===== config.mk =====
export PLATFORM = sky130hd
export DESIGN_NAME = bidir_pin_ctrl_flat
export DESIGN_NICKNAME = d
export VERILOG_FILES = /design/src/rtl/bidir_pin_pkg.sv /design/src/rtl/bidir_pin_ctrl_if.sv /design/src/rtl/bidir_rr_arb2.sv /design/src/rtl/bidir_pin_ctrl.sv /design/src/flat_wrapper.sv
export SDC_FILE = /design/constraint.sdc
export NUM_CORES = 1
export LEC_CHECK = 0
export CAP_MARGIN = 30
export CORE_MARGIN = 4
export CORE_UTILIZATION = 50
export CTS_CLUSTER_DIAMETER = 40
export DETAILED_ROUTE_END_ITERATION = 8
export GPL_TIMING_DRIVEN = 0
export PLACE_DENSITY = 0.88
export SETUP_SLACK_MARGIN = 0.5
export SYNTH_ARGS = -nofsm -noshare
export SYNTH_HDL_FRONTEND = slang
export SYNTH_SLANG_ARGS = --single-unit

===== constraint.sdc =====
create_clock -name clk -period 2.05 [get_ports clk]
set_clock_uncertainty 0.2 [all_clocks]
set_input_delay 0.5125 -clock clk [delete_from_list [all_inputs] [get_ports clk]]
set_output_delay 0.5125 -clock clk [all_outputs]
set_load 0.05 [all_outputs]

===== src/rtl/bidir_pin_pkg.sv =====
// bidir_pin_pkg: shared state encoding, direction constants and counter sizing for bidir_pin_ctrl
package bidir_pin_pkg;
    typedef enum logic [1:0] {IDLE, GUARD, SHIFT_TX, SHIFT_RX} state_t;
    localparam logic DIR_RX = 1'b0;
    localparam logic DIR_TX = 1'b1;
    function automatic int cnt_width(int bits, int turn);
        return $clog2((bits > turn ? bits : turn) + 1);
    endfunction
endpackage


===== src/rtl/bidir_pin_ctrl_if.sv =====
// bidir_pin_ctrl_if: requester handshakes plus bidir_pin control; BIDIR_PARITY_EN adds rx_parity_err
interface bidir_pin_ctrl_if #(parameter int W = 8);
    logic tx_valid, tx_ready, rx_req, rx_ready, rx_valid;
    logic dir, data_out, data_in, busy;
    logic [W-1:0] tx_data, rx_data;
`ifdef BIDIR_PARITY_EN
    logic rx_parity_err;
`endif
    modport master(
        output tx_valid, tx_data, rx_req, data_in,
`ifdef BIDIR_PARITY_EN
        input rx_parity_err,
`endif
        input tx_ready, rx_ready, rx_valid, rx_data, dir, data_out, busy
    );
    modport slave(
        input tx_valid, tx_data, rx_req, data_in,
`ifdef BIDIR_PARITY_EN
        output rx_parity_err,
`endif
        output tx_ready, rx_ready, rx_valid, rx_data, dir, data_out, busy
    );
endinterface


===== src/rtl/bidir_rr_arb2.sv =====
// bidir_rr_arb2: two-requester round-robin arbiter, combinational grant while enabled
module bidir_rr_arb2 import bidir_pin_pkg::*; (
    input  logic clk,
    input  logic rst,
    input  logic en,
    input  logic req_tx,
    input  logic req_rx,
    output logic gnt_tx,
    output logic gnt_rx
);
    logic last_grant;
    always_comb begin
        gnt_tx = en & req_tx & (~req_rx | (last_grant == DIR_RX));
        gnt_rx = en & req_rx & (~req_tx | (last_grant == DIR_TX));
    end
    always_ff @(posedge clk or posedge rst)
        if (rst) last_grant <= DIR_RX;
        else if (gnt_tx | gnt_rx) last_grant <= gnt_tx ? DIR_TX : DIR_RX;
endmodule


===== src/rtl/bidir_pin_ctrl.sv =====
// bidir_pin_ctrl: half-duplex MSB-first word serialiser/deserialiser with turnaround guard
// BIDIR_PARITY_EN appends an even-parity bit to every word and reports rx_parity_err
module bidir_pin_ctrl import bidir_pin_pkg::*; #(
    parameter int W = 8,
    parameter int TURN_CYCLES = 2
) (
    input logic clk,
    input logic rst,
    bidir_pin_ctrl_if.slave bus
);
`ifdef BIDIR_PARITY_EN
    localparam int NB = W + 1;
`else
    localparam int NB = W;
`endif
    localparam int CW = cnt_width(NB, TURN_CYCLES);
    localparam logic [CW-1:0] BIT_LAST = CW'(NB - 1);
    localparam logic [CW-1:0] TURN_LAST = CW'(TURN_CYCLES > 0 ? TURN_CYCLES - 1 : 0);
    state_t state, state_n;
    logic last_dir, grant_dir, gnt_tx, gnt_rx, rx_valid_q;
    logic [NB-1:0] sr, load, rx_word;
    logic [CW-1:0] cnt;
    logic [W-1:0] rx_data_q;
    wire bit_done = cnt == BIT_LAST;
    wire turn_done = cnt == TURN_LAST;
    bidir_rr_arb2 u_arb (
        .clk(clk), .rst(rst), .en(state == IDLE),
        .req_tx(bus.tx_valid), .req_rx(bus.rx_req),
        .gnt_tx(gnt_tx), .gnt_rx(gnt_rx)
    );
`ifdef BIDIR_PARITY_EN
    logic perr_q;
    assign load = {bus.tx_data, ^bus.tx_data};
    assign bus.rx_parity_err = perr_q;
`else
    assign load = bus.tx_data;
`endif
    assign rx_word = {sr[NB-2:0], bus.data_in};
    assign bus.tx_ready = gnt_tx;
    assign bus.rx_ready = gnt_rx;
    assign bus.rx_valid = rx_valid_q;
    assign bus.rx_data = rx_data_q;
    always_comb begin
        state_n = state;
        bus.busy = state != IDLE;
        bus.dir = state == SHIFT_TX;
        bus.data_out = (state == SHIFT_TX) & sr[NB-1];
        case (state)
            IDLE: if (gnt_tx | gnt_rx)
                state_n = (gnt_tx != last_dir && TURN_CYCLES > 0) ? GUARD : gnt_tx ? SHIFT_TX : SHIFT_RX;
            GUARD: if (turn_done) state_n = (grant_dir == DIR_TX) ? SHIFT_TX : SHIFT_RX;
            SHIFT_TX, SHIFT_RX: if (bit_done) state_n = IDLE;
            default: state_n = IDLE;
        endcase
    end
    always_ff @(posedge clk or posedge rst) begin
        if (rst) begin
            state <= IDLE;
            last_dir <= DIR_RX;
            grant_dir <= DIR_RX;
            sr <= '0;
            cnt <= '0;
            rx_valid_q <= 1'b0;
            rx_data_q <= '0;
`ifdef BIDIR_PARITY_EN
            perr_q <= 1'b0;
`endif
        end else begin
            state <= state_n;
            rx_valid_q <= 1'b0;
            case (state)
                IDLE: if (gnt_tx | gnt_rx) begin
                    grant_dir <= gnt_tx ? DIR_TX : DIR_RX;
                    sr <= gnt_tx ? load : '0;
                    cnt <= '0;
                end
                GUARD: begin
                    cnt <= turn_done ? '0 : cnt + 1'b1;
                    if (turn_done) last_dir <= grant_dir;
                end
                SHIFT_TX: begin
                    sr <= sr << 1;
                    cnt <= cnt + 1'b1;
                    if (bit_done) last_dir <= DIR_TX;
                end
                SHIFT_RX: begin
                    sr <= rx_word;
                    cnt <= cnt + 1'b1;
                    if (bit_done) begin
                        last_dir <= DIR_RX;
                        rx_valid_q <= 1'b1;
                        rx_data_q <= rx_word[NB-1 -: W];
`ifdef BIDIR_PARITY_EN
                        perr_q <= ^rx_word;
`endif
                    end
                end
                default: ;
            endcase
        end
    end
endmodule


===== src/flat_wrapper.sv =====
// flat-port wrapper written by rule: the top's interface ports become plain ports
module bidir_pin_ctrl_flat import bidir_pin_pkg::*;
#(
    parameter int W = 8,
    parameter int TURN_CYCLES = 2
)
  (clk, rst, bus_tx_valid, bus_tx_data, bus_rx_req, bus_data_in, bus_tx_ready, bus_rx_ready, bus_rx_valid, bus_rx_data, bus_dir, bus_data_out, bus_busy);
  bidir_pin_ctrl_if #(.W(W)) bus_i ();
  input logic clk;
  input logic rst;
  input wire logic [$bits(bus_i.tx_valid)-1:0] bus_tx_valid;
  input wire logic [$bits(bus_i.tx_data)-1:0] bus_tx_data;
  input wire logic [$bits(bus_i.rx_req)-1:0] bus_rx_req;
  input wire logic [$bits(bus_i.data_in)-1:0] bus_data_in;
  output wire logic [$bits(bus_i.tx_ready)-1:0] bus_tx_ready;
  output wire logic [$bits(bus_i.rx_ready)-1:0] bus_rx_ready;
  output wire logic [$bits(bus_i.rx_valid)-1:0] bus_rx_valid;
  output wire logic [$bits(bus_i.rx_data)-1:0] bus_rx_data;
  output wire logic [$bits(bus_i.dir)-1:0] bus_dir;
  output wire logic [$bits(bus_i.data_out)-1:0] bus_data_out;
  output wire logic [$bits(bus_i.busy)-1:0] bus_busy;
  assign bus_i.tx_valid = bus_tx_valid;
  assign bus_i.tx_data = bus_tx_data;
  assign bus_i.rx_req = bus_rx_req;
  assign bus_i.data_in = bus_data_in;
  assign bus_tx_ready = bus_i.tx_ready;
  assign bus_rx_ready = bus_i.rx_ready;
  assign bus_rx_valid = bus_i.rx_valid;
  assign bus_rx_data = bus_i.rx_data;
  assign bus_dir = bus_i.dir;
  assign bus_data_out = bus_i.data_out;
  assign bus_busy = bus_i.busy;
  bidir_pin_ctrl #(.W(W), .TURN_CYCLES(TURN_CYCLES)) u_core (.clk(clk), .rst(rst), .bus(bus_i));
endmodule

Word level (Yosys, flattened, before mapping)
Index checks and enable logic that the tools add are counted.
{ "op_classes": {"n_addsub": 1, "n_eq_ne": 11, "muxes": 20, "bitwise_logic": 11, "n_reduce_logical": 10} }
{ "ops": {"columns": ["operator", "count"], "rows": [
  ["case mux 8 bit (3 select lines)", 1],
  ["two-way mux 8 bit", 2],
  ["case mux 4 bit (3 select lines)", 1],
  ["!= test 2 x 1 -> 1 bit (second input constant)", 5],
  ["two-way mux 1 bit", 8],
  ["two-way mux 2 bit", 4],
  ["two-way mux 4 bit", 2],
  ["case mux 2 bit (3 select lines)", 1],
  ["AND reduction 2 bit", 3],
  ["nonzero test 3 bit", 2],
  ["bitwise AND 1 bit", 5],
  ["adder 4 x 1 -> 4 bit (second input constant)", 1],
  ["== test 2 bit (second input constant)", 2],
  ["== test 4 x 1 -> 1 bit (second input constant)", 1],
  ["== test 4 x 3 -> 1 bit (second input constant)", 1],
  ["AND reduction 4 bit", 1],
  ["inverter 1 bit", 3],
  ["bitwise OR 1 bit", 3],
  ["case mux 1 bit (3 select lines)", 1],
  ["AND reduction 3 bit", 1],
  ["== test 2 x 1 -> 1 bit (second input constant)", 1],
  ["zero test 2 bit", 1],
  ["nonzero test 2 bit", 1],
  ["OR reduction 2 bit", 1],
  ["!= test 1 bit", 1]
]} }
{ "word_totals": {"register_bits": 26, "inputBits": 13, "wordCells": 61} }

Longest topological paths before layout
{ "depth": {"depth_word": 7, "depth_mapped": 7, "ltp_nobuf": 6} }

By module
From an unflattened synthesis, not the netlist that was laid out.
{ "unflattened": {"hier_cells": 112, "area_unflattened_um2": 1285.0} }
{ "modules_own_cells": {"columns": ["module", "n_inst", "cells_per_inst", "area_each_um2", "seq_area_each_um2"], "rows": [
  ["bidir_pin_ctrl", 1, 103, 1219.9, 625.6],
  ["bidir_rr_arb2", 1, 9, 65.1, 25.0]
]} }

Worst setup path after synthesis
OpenSTA, ideal clock, no wires.
{ "synth_path": {"kind": "flip-flop to output port", "start": "reg u_core.state[0]", "end": "out bus_data_out", "arrival_ps": 1794, "t_required_ps": 1337, "setup_slack_ps": -456, "stages_incl_launch_ff": 4, "path_buffers": 1, "cell_sequence": "dfrtp_1 -> buf_4 -> nor2_1 -> and2_1"} }
{ "synth_between": {"elab_chain_len": 2} }
{ "synth_rtl": {"columns": ["item", "line_no", "source"], "rows": [
  ["from (decl)", "bidir_pin_ctrl.sv:19", "state_t state, state_n;"],
  ["from (signal assigned)", "bidir_pin_ctrl.sv:69", "state <= state_n;"],
  ["== test 2 bit", null, null],
  ["net bus_dir", "flat_wrapper.sv:19", "output wire logic [$bits(bus_i.dir)-1:0] bus_dir;"],
  ["bitwise AND 1 bit", "bidir_pin_ctrl.sv:47", "bus.data_out = (state == SHIFT_TX) & sr[NB-1];"],
  ["to (decl)", "flat_wrapper.sv:20", "output wire logic [$bits(bus_i.data_out)-1:0] bus_data_out;"]
]} }
The timed path passes the listed nets, and every way through them passes these cells.

Worst setup path in the final report
{ "layout_path": {"start": "reg u_core.u_arb.last_grant", "end": "reg u_core.state[0]"} }
{ "layout_between": {"elab_chain_len": 7} }
{ "layout_rtl": {"columns": ["item", "line_no", "source"], "rows": [
  ["from (decl)", "bidir_rr_arb2.sv:11", "logic last_grant;"],
  ["from (signal assigned)", "bidir_rr_arb2.sv:18", "else if (gnt_tx | gnt_rx) last_grant <= gnt_tx ? DIR_TX : DIR_RX;"],
  ["inverter 1 bit", "bidir_rr_arb2.sv:13", "gnt_tx = en & req_tx & (~req_rx | (last_grant == DIR_RX));"],
  ["bitwise OR 1 bit", "bidir_rr_arb2.sv:13", null],
  ["bitwise AND 1 bit", "bidir_rr_arb2.sv:13", null],
  ["two-way mux 1 bit / != test 1 bit (equally long branches)", "bidir_pin_ctrl.sv:50", "state_n = (gnt_tx != last_dir && TURN_CYCLES > 0) ? GUARD : gnt_tx ? SHIFT_TX : SHIFT_RX;"],
  ["two-way mux 2 bit", "bidir_pin_ctrl.sv:50", null],
  ["two-way mux 2 bit", "bidir_pin_ctrl.sv:49", "IDLE: if (gnt_tx | gnt_rx)"],
  ["case mux 2 bit (3 select lines)", "bidir_pin_ctrl.sv:48", "case (state)"]
]} }
Several ways; a longest one is shown, not always the timed one. The select of a mux whose other input is x is not followed.
A chain may end at the register's enable or synchronous reset.

==> impl_results.md <==
* Outcome: finished with violations
* Failing checks: setup timing
* Crit-path max FO at 9
* Reg2Reg Depth at 10
* Worst Max-Slew Pin Slew at 0.340 ns
* Final RePlAce weighted congestion at 0.853
* Number of global-route vias before repair at 1,261
* Clock Sinks at 26
* CTS Root Cell: clkbuf_4
* Final worst-path cycle share at 1.11
* Static Leak at 1.10 nW
* Initial antenna violation count at 0
* Max VDD drop at 1.54 mV
* Worst-path clk slew at 0.16 ns
* DRT Wirelength at 5250 um
* Most frequent cells in the layout: buf_6, dfrtp_1, buf_4
* Critical path startpoint category: register
* Top-level I/O count at 27
* ANT cells at 0
* Pwr Density at 1560 mW/mm^2
* Sequential area share after synthesis at 0.483
* Tmin final at 2.28 ns
* Post-DRT Antenna Nets at 0
* HPWL after DPL at 2070 um
* Post-synthesis register bit count at 26
* Clk Latency, worst-skew pair at 0.35 ns
* Drt pass-1 iters at 4
* CP Class: register to register
* CP max stage cell: dfrtp_1
* IO Port Bufs at 26
* Fin Hold WS at 0.174 ns
* Fin util at 0.949
* Yosys cell types at 35
* Vias per inst at 6.17
* Worst setup EP type: register
* Post-Syn Instances at 108
* WL per Instance at 25.1 um
* Post-DP Area at 0.00172 mm^2
* Worst path max stage delay at 0.52 ns
* RSZ-0062 raised after global routing: true
* DRC Markers at 0
* Syn avg cell area at 12.5 um^2
* Setup slack, reg-to-reg at -0.23 ns
* Worst endpoint required time at 2.15 ns
* DRT iter0 DRCs at 91
* Cell Area, Synth at 0.00135 mm^2
* Via count at 1,290
* Critical path arrival at 2.37 ns
* Most common cell after layout, fill and taps aside: buf_6
* Most used cell, CP: buf_6
* Max_cap viols at 0
* Number of flops mapped to enable cells by yosys at 0
* Setup TNS at -1.08 ns
* H-tree depth at 1
* Final Cell Area at 0.00239 mm^2
* Final Net Count at 196
* Cts bufs inserted at 3
* Initial core utilization at 0.534
* Worst rel slew slack at 0.772
* Die span in x at 59.9 um
* Fmax at 439 MHz
* Filler Cells Inserted at 62
* Crit-path cells: nand2_2 -> and2_4 -> buf_4 -> buf_6 -> buf_6 -> buf_6 -> ha_4 -> o21bai_4 -> a21oi_2 -> o21a_1
* Top FF cell, synth: dfrtp_1
* Share of cells above drive strength 1 at 0.648
* Endpoints failing setup at 7
* Area growth, synth to finish at 77.8%
* Final std cells w/o fill at 209
* Cts hold-fix bufs at 0
* Gr ovfl total at 0
* Synth Net Count at 124
* Largest net degree at the start of global routing at 23
* Synth async-reset ratio at 1.00
* Global-route wire length before repair at 6560 um
* Hold crit path type: input port to asynchronous set/reset pin
* Die height at 59.9 um
* Die ar. at 0.00359 mm^2
* Gr usage total at 0.255
* Clock tree buffer depth at 2
* Final Max Tran Viols at 0
* Final WS setup at -0.226 ns
* Placed insts at 165
* Core ar. at 0.00252 mm^2
* Synth warn at 0
* Fin. Hold Viols at 0
* Std-Cell Rows at 18
* CTS tree: built
==> metal layers <==
layer / routed length (um) / share of wire / global-route usage
met5: 0 / 0 / 0
met3: 390 / 0.074 / 0.0346
met4: 315 / 0.060 / 0.104
met2: 2590 / 0.49 / 0.438
met1: 1950 / 0.37 / 0.318
==> sequential cells by signal, summed over array words and instances (netlist names) <==
name                     count
u_core.sr                    8
u_core.bus.rx_valid          1
u_core.last_dir              1
u_core.grant_dir             1
u_core.u_arb.last_grant      1
u_core.cnt                   4
u_core.state                 2
u_core.bus.rx_data           8
==> area by class of cell <==
| type | instances | area [um^2] | area share |
|---|---|---|---|
| clock inverters | 1 | 30.0 | 0.0125 |
| plain buffers | 4 | 56.3 | 0.0235 |
| inverters | 9 | 42.5 | 0.0178 |
| clock buffers | 3 | 22.5 | 0.00941 |
| repair buffers | 67 | 729 | 0.305 |
| well taps | 30 | 37.5 | 0.0157 |
| flip-flops and latches | 26 | 652 | 0.272 |
| multi-input cells | 69 | 823 | 0.344 |
==> power breakdown <==
part / switching [mW] / total (mW) / internal (mW)
clock network: 0.177 / 0.375 / 0.198
logic: 1.16 / 2.39 / 1.23
registers: 0.241 / 0.966 / 0.724
total: 1.58 / 3.73 / 2.15
==> synthesized netlist by cell type (2+ instances only) <==
cell      instances  share of area
o21ai_0           2         0.0074
nand2_1           3         0.0084
nor2_1            5          0.014
mux2_2            7          0.059
ha_1              3          0.028
nor4b_1           2          0.013
o21bai_1          2          0.011
a21o_1            2          0.011
a21oi_1           5          0.019
mux2_4            8          0.089
a31oi_1           3          0.014
inv_1             9          0.025
nand3_1           3          0.011
dfrtp_1          26           0.48
and2_1            2         0.0093
a32o_1            7          0.052
==> metrics by stage <==
stage / total power [mW] / setup slack, ns
after floorplan: 1.87 / 0.131
after global placement: 2.17 / -1.34
after CTS: 3.27 / -0.0925
final: 3.73 / -0.226
after global routing: 3.85 / -0.230
after detailed placement: 2.23 / -1.36
==> cell families after synthesis <==
| logic type | after synthesis | synth area share |
|---|---|---|
| AOI/OAI and AO/OA | 27 | 0.156 |
| buffers and inverters | 13 | 0.0567 |
| DFF | 26 | 0.483 |
| adders and majority gates | 3 | 0.0279 |
| muxes | 16 | 0.155 |
| and+or+nand+nor | 23 | 0.121 |
==> worst max-delay path: cells and delay by family (launching register included) <==
| family | cells | cell delay, ns |
|---|---|---|
| AO/OA/AOI/OAI | 3 | 0.50 |
| adder cells (fa/ha/maj) | 1 | 0.14 |
| AND/OR/NAND/NOR | 2 | 0.42 |
| buffers and inverters | 4 | 0.44 |
| flip-flops | 1 | 0.52 |
==> path summary, 6_finish.rpt <==
check | start | endpoint
max in group asynchronous | rst | u_core.cnt[2]$_DFFE_PP0P_
setup / recovery | u_core.u_arb.last_grant$_DFFE_PP0P_ | u_core.state[0]$_DFFE_PP0P_
setup reg to reg | u_core.u_arb.last_grant$_DFFE_PP0P_ | u_core.state[0]$_DFFE_PP0P_
min in group clk | bus_rx_req | u_core.u_arb.last_grant$_DFFE_PP0P_
hold / removal | rst | u_core.bus.rx_data[0]$_DFFE_PP0P_
hold reg to reg | u_core.bus.rx_data[7]$_DFFE_PP0P_ | u_core.bus.rx_data[7]$_DFFE_PP0P_
==> repair_timing <==
action / CTS / global route
gates cloned: 1 / 0
endpoints found under the hold margin: 0 / 0
gates resized for setup: 148 / 25
setup endpoints to repair: 39 / 38
pin swaps: 13 / 12
buffers inserted: 24 / 15
No activity file was read; power rests on OpenSTA's default activity.
